File: config.mk
export PLATFORM = sky130hd
export DESIGN_NAME = io_uart_tx
export DESIGN_NICKNAME = d
export VERILOG_FILES = /design/src/rtl/io_uart_tx.sv
export SDC_FILE = /design/constraint.sdc
export NUM_CORES = 1
export LEC_CHECK = 0
export CORE_MARGIN = 2
export CORE_UTILIZATION = 45
export CTS_CLUSTER_SIZE = 25
export DETAILED_ROUTE_END_ITERATION = 8
export DONT_BUFFER_PORTS = 1
export PLACE_DENSITY_LB_ADDON = 0.08
export RECOVER_POWER = 100
export SLEW_MARGIN = 10
export SYNTH_ARGS = -nofsm -noshare
export SYNTH_HDL_FRONTEND = slang
export SYNTH_SLANG_ARGS = --single-unit
File: constraint.sdc
create_clock -name clk -period 7.2 [get_ports clk]
set_input_delay 0.36 -clock clk [delete_from_list [all_inputs] [get_ports clk]]
set_output_delay 0.36 -clock clk [all_outputs]
set_load 0.05 [all_outputs]
File: src/rtl/io_uart_tx.sv
// CPU I/O-port UART sink: 64-bit words are queued in a FIFO and sent as eight 8N1 bytes, LSB byte first.
// Optional build macro IO_TX_NEWLINE_EN appends one 0x0A frame after every word.
module io_uart_tx #(
   parameter int CLKS_PER_BIT = 16,
   parameter int FIFO_DEPTH   = 16
) (
   input  logic                          clk,
   input  logic                          rst_n,
   input  logic                          io_write,
   input  logic [63:0]                   io_data,
   output logic                          tx,
   output logic                          busy,
   output logic                          fifo_full,
   output logic                          overflow,
   output logic [$clog2(FIFO_DEPTH):0]   fifo_level
);

   localparam int AW = $clog2(FIFO_DEPTH);
   localparam int CW = (CLKS_PER_BIT > 2) ? $clog2(CLKS_PER_BIT) : 1;
   localparam logic [CW-1:0] CNT_MAX  = CW'(CLKS_PER_BIT - 1);
   localparam logic [AW:0]   LVL_FULL = (AW + 1)'(FIFO_DEPTH);

   localparam logic [2:0] ST_IDLE  = 3'd0;
   localparam logic [2:0] ST_START = 3'd1;
   localparam logic [2:0] ST_DATA  = 3'd2;
   localparam logic [2:0] ST_STOP  = 3'd3;
`ifdef IO_TX_NEWLINE_EN
   localparam logic [2:0] ST_NL    = 3'd4;
`endif

   logic [63:0]   mem_q [FIFO_DEPTH];
   logic [AW-1:0] wr_ptr_q, wr_ptr_d, rd_ptr_q, rd_ptr_d;
   logic [AW:0]   level_q, level_d;
   logic          overflow_q, overflow_d;
   logic [2:0]    state_q, state_d;
   logic [CW-1:0] bit_cnt_q, bit_cnt_d;
   logic [2:0]    bit_idx_q, bit_idx_d;
   logic [2:0]    byte_idx_q, byte_idx_d;
   logic [63:0]   shift_q, shift_d;
   logic          tx_q, tx_d;
`ifdef IO_TX_NEWLINE_EN
   logic          nl_q, nl_d;
`endif
   logic          full, pop, push, bit_end;
   logic [7:0]    cur_byte;

   // NOTE: every always_comb output gets a default first so no path leaves it unassigned (no latch).
   always_comb begin
      full       = (level_q == LVL_FULL);
      pop        = (state_q == ST_IDLE) && (level_q != '0);
      push       = io_write && (!full || pop);
      wr_ptr_d   = push ? wr_ptr_q + AW'(1) : wr_ptr_q;
      rd_ptr_d   = pop  ? rd_ptr_q + AW'(1) : rd_ptr_q;
      overflow_d = overflow_q | (io_write & full & ~pop);
      level_d    = level_q;
      if (push && !pop)      level_d = level_q + (AW + 1)'(1);
      else if (pop && !push) level_d = level_q - (AW + 1)'(1);

      state_d    = state_q;
      bit_cnt_d  = bit_cnt_q;
      bit_idx_d  = bit_idx_q;
      byte_idx_d = byte_idx_q;
      shift_d    = shift_q;
      tx_d       = tx_q;
`ifdef IO_TX_NEWLINE_EN
      nl_d       = nl_q;
`endif
      cur_byte   = shift_q[7:0];
      bit_end    = (bit_cnt_q == CNT_MAX);

      case (state_q)
         ST_IDLE: begin
            if (pop) begin
               shift_d    = mem_q[rd_ptr_q];
               byte_idx_d = 3'd0;
               bit_cnt_d  = '0;
               state_d    = ST_START;
               tx_d       = 1'b0;
            end
         end
`ifdef IO_TX_NEWLINE_EN
         ST_START, ST_NL: begin
`else
         ST_START: begin
`endif
            if (bit_end) begin
               bit_cnt_d = '0;
               bit_idx_d = 3'd0;
               state_d   = ST_DATA;
               tx_d      = cur_byte[0];
            end else begin
               bit_cnt_d = bit_cnt_q + CW'(1);
            end
         end
         ST_DATA: begin
            if (bit_end) begin
               bit_cnt_d = '0;
               if (bit_idx_q == 3'd7) begin
                  state_d = ST_STOP;
                  tx_d    = 1'b1;
               end else begin
                  bit_idx_d = bit_idx_q + 3'd1;
                  tx_d      = cur_byte[bit_idx_d];
               end
            end else begin
               bit_cnt_d = bit_cnt_q + CW'(1);
            end
         end
         ST_STOP: begin
            if (!bit_end) begin
               bit_cnt_d = bit_cnt_q + CW'(1);
            end else begin
               bit_cnt_d = '0;
`ifdef IO_TX_NEWLINE_EN
               if (nl_q) begin
                  nl_d    = 1'b0;
                  state_d = ST_IDLE;
               end else if (byte_idx_q == 3'd7) begin
                  // The newline frame reuses the data path with 0x0A in the low byte.
                  shift_d = {56'd0, 8'h0A};
                  nl_d    = 1'b1;
                  state_d = ST_NL;
                  tx_d    = 1'b0;
               end else begin
`else
               if (byte_idx_q == 3'd7) begin
                  state_d = ST_IDLE;
               end else begin
`endif
                  shift_d    = shift_q >> 8;
                  byte_idx_d = byte_idx_q + 3'd1;
                  state_d    = ST_START;
                  tx_d       = 1'b0;
               end
            end
         end
         default: begin
            state_d = ST_IDLE;
            tx_d    = 1'b1;
         end
      endcase
   end

   // NOTE: sequential state uses non-blocking assignments so all flops update from pre-edge values.
   always_ff @(posedge clk) begin
      if (!rst_n) begin
         wr_ptr_q   <= '0;
         rd_ptr_q   <= '0;
         level_q    <= '0;
         overflow_q <= 1'b0;
         state_q    <= ST_IDLE;
         bit_cnt_q  <= '0;
         bit_idx_q  <= 3'd0;
         byte_idx_q <= 3'd0;
         shift_q    <= '0;
         tx_q       <= 1'b1;
`ifdef IO_TX_NEWLINE_EN
         nl_q       <= 1'b0;
`endif
      end else begin
         wr_ptr_q   <= wr_ptr_d;
         rd_ptr_q   <= rd_ptr_d;
         level_q    <= level_d;
         overflow_q <= overflow_d;
         state_q    <= state_d;
         bit_cnt_q  <= bit_cnt_d;
         bit_idx_q  <= bit_idx_d;
         byte_idx_q <= byte_idx_d;
         shift_q    <= shift_d;
         tx_q       <= tx_d;
`ifdef IO_TX_NEWLINE_EN
         nl_q       <= nl_d;
`endif
      end
   end

   // NOTE: FIFO storage is not reset; level_q guards against reading stale entries.
   always_ff @(posedge clk) begin
      if (push) mem_q[wr_ptr_q] <= io_data;
   end

   assign tx         = tx_q;
   assign busy       = (state_q != ST_IDLE) || (level_q != '0);
   assign fifo_full  = full;
   assign overflow   = overflow_q;
   assign fifo_level = level_q;

endmodule

==> flow_summary.ini <==
[outcome]
outcome = complete, but fails checks
violated_checks = max-capacitance violations, max-slew violations

[synthesis]
synthTopCellsByCount = sky130_fd_sc_hd__edfxtp_1, sky130_fd_sc_hd__mux4_2, sky130_fd_sc_hd__mux2_2, sky130_fd_sc_hd__dfxtp_1, sky130_fd_sc_hd__nor2_1
yosysTopAreaCellShare_pct = 72.0
yosys_register_bits = 1119
syn_avg_cell_area_um2 = 21.5
netlist_top_cells_area = sky130_fd_sc_hd__edfxtp_1, sky130_fd_sc_hd__mux4_2, sky130_fd_sc_hd__dfxtp_1, sky130_fd_sc_hd__mux2_2, sky130_fd_sc_hd__o221ai_1
synth.largest_area_cell = sky130_fd_sc_hd__edfxtp_1
synth-edff-count = 1024
seq_area_frac_synth_pct = 76.4
synthFlopType = sky130_fd_sc_hd__edfxtp_1
synthesis.nets = 2072
yosysWarningCount = 0
synth.lib_cells_used.distinct = 47
cell_area_after_synthesis_um2 = 42700
synth_most_common_cell = sky130_fd_sc_hd__edfxtp_1
postSynth.asyncResetShare_pct = 0
synthCells = 1986

[detailed_routing]
route.antenna.remaining_nets = 0
drt_first_pass_iters = 5
routed_via_density = 5.70
post_detailed_routing_wire_length_um = 95900
wl_met2_um = 47300
drt-met1-wl_um = 42100
drcViolationCount = 0
drt_iter0_markers = 1688
dr_total_vias = 19700
highest_layer = met5
route.met3.wl_um = 3860
routed_wire_length_per_instance_um = 27.7

[job]
max_cap_viol_count = 23

[sta]
tns_ns = 0
worst_slack_ns = 1.96
hold-worst-slack_ns = 0.139
rsz0062_at_grt = false
setup_skew_ns = 0.0251
setup_violations = 0
maxSlewViolCount = 796
finalHoldViolCount = 0
fmax_mhz = 191
worst_pin_slew_ns = 3.76
period_needed_ns = 5.24
final.period_utilization_pct = 72.8
headroom_to_the_max_slew_limit_pct = -151

[clock_tree]
cts_h_tree_depth = 3
cts_clock_pin_slew_for_the_worst_setup_and_hold_paths_ns = 0.06
clk-insertion-delay-late_ns = 0.70
cts_setup_buffers = 0
cts_buffers = 117
clkSinkCount = 1119
clk_path_buf_depth = 3
cts-root-buf = sky130_fd_sc_hd__clkbuf_16
tritoncts = built

[setup_path]
ff2ff_path_depth = 5
critPathCapture = mem_q[7][60]
setup.worst_path.end_class = flop
worst-r2r-setup-slack_ns = 1.96
reg2reg_from = fifo_level[0]
worst-setup-path-type = reg2reg
critical_path.reg2reg.endpoint = mem_q[7][60]
critPathMaxFanout = 45
cp-startpoint = fifo_level[0]
critical_path_required_time_ns = 7.48
worstPathArrival_ns = 5.51
worstSetupStartpointType = flop

[grt]
antenna_violations_before_repair = 5
globalRouteOverflowTotal = 0
grt_first_pass_wirelength_um = 142000
grt_pass1_vias = 21100
groute.usage.overall_pct = 20.0
pin_count_of_the_biggest_net_entering_global_routing = 116

[floorplanning]
die_area_um2 = 97400
die_width_um = 312
die_y_um = 312
floorplan.core_area_um2 = 94600
floorplan.initialDensity_pct = 45.2
rows = 113
floorplan.io_pins = 76

[power]
p_leak_nw = 14.9
power.density_cell_area_nw_per_um2 = 330
worst_ir_drop_on_vdd_uv = 330

[finish]
final_design_area_no_fill_um2 = 48500
synthToLayoutAreaGrowth_pct = 13.5
design.final.nets = 2178
final_cell_utilization_of_the_core_pct = 51.3
drive_above_1_share_pct = 26.0
insertedDiodeCount = 0

[min_path]
hold_path_class = in2reg

[place]
dp_hpwl_um = 49300
place.port_buffers = 0
pre_cts_slack_ns = 3.24
finalWeightedCongestion = 0.763
placed_cell_area_um2 = 44200
## timing repair
| action | 4_1_cts | 5_1_grt |
|---|---|---|
| endpoints found under the hold margin | 1111 | 0 |
| hold buffers | 66 | 0 |
| resized for setup | 0 | 0 |
## stage by stage
| step | power [mW] | cells |
|---|---|---|
| final | 16.0 | 3458 |
| after global routing | 16.6 | 3458 |
| after CTS | 16.2 | 3458 |
| after detailed placement | 10.2 | 3172 |
| after global placement | 10.2 | 3172 |
| after floorplan | 9.38 | 1986 |
## layer usage
layer  vias to the layer above  global-route usage, %
met5                         -                      0
met4                         6                   5.53
met3                       156                   3.26
met2                       395                   33.1
met1                     10600                   27.5
li1                       8561                      -
## final cells by class
type                       count  area [um^2]
sequential                  1119        32700
multi-input combinational    744         9530
tap                         1265         1580
inverter                      12         45.0
clock buffer                 157         3210
timing repair buffer          98          905
fill                        7497        46100
clock inverter                63          558
## cells by family (layout without fill, tap and decap cells)
family	count (synthesis)	count (layout)	share of synthesized area, %
multiplexers	389	389	16.9
AND/OR/NAND/NOR	166	166	1.82
XOR/XNOR	10	10	0.205
buffers and inverters	123	330	1.34
adder cells (fa/ha/maj)	19	19	0.574
flip-flops	1119	1119	76.4
AO/OA/AOI/OAI	160	160	2.72
## sequential cells by signal (all words and copies together) (netlist names), named ones only
register	count
bit_cnt_q	4
tx	1
fifo_level	5
mem_q	1024
rd_ptr_q	4
state_q	2
shift_q	64
overflow	1
bit_idx_q	3
wr_ptr_q	4
byte_idx_q	3
## layout by cell type (no fill, tap or decap), drive strengths merged, types with 13 or more instances in the layout
master,count
edfxtp,1024
mux4,256
clkbuf,173
mux2,113
dfxtp,95
nor2,90
dlygate4sd3,65
o22ai,56
o221ai,56
clkinv,49
mux2i,20
ha,18
nand2,18
buf,17
inv,13
## worst max-delay path, stage by stage, from the launching register on
cell	delay [ns]
sky130_fd_sc_hd__dfxtp_1	0.76
sky130_fd_sc_hd__or4_1	0.26
sky130_fd_sc_hd__o31a_1	0.42
sky130_fd_sc_hd__nand2_1	0.23
sky130_fd_sc_hd__nor2_1	1.67
sky130_fd_sc_hd__clkbuf_2	1.42
## how the worst min path moves through the flow
stage | from | endpoint | slack, ns | depth (start not counted)
detailed placement | shift_q[56] | shift_q[56] | 0.45 | 1
global placement | shift_q[59] | shift_q[59] | 0.44 | 1
global route | rst_n | fifo_level[4] | 0.13 | 2
CTS | rst_n | state_q[0] | 0.1 | 3
finish | rst_n | fifo_level[4] | 0.14 | 2
floorplan | shift_q[56] | shift_q[56] | 0.44 | 1
## power breakdown
group / switching [mW] / total (mW) / internal, mW / leakage, nW
logic: 1.44 / 2.41 / 0.963 / 3.01
clock network: 2.44 / 5.87 / 3.43 / 1.84
registers: 0.321 / 7.73 / 7.41 / 10.0
(Power assumes the default switching activity.)
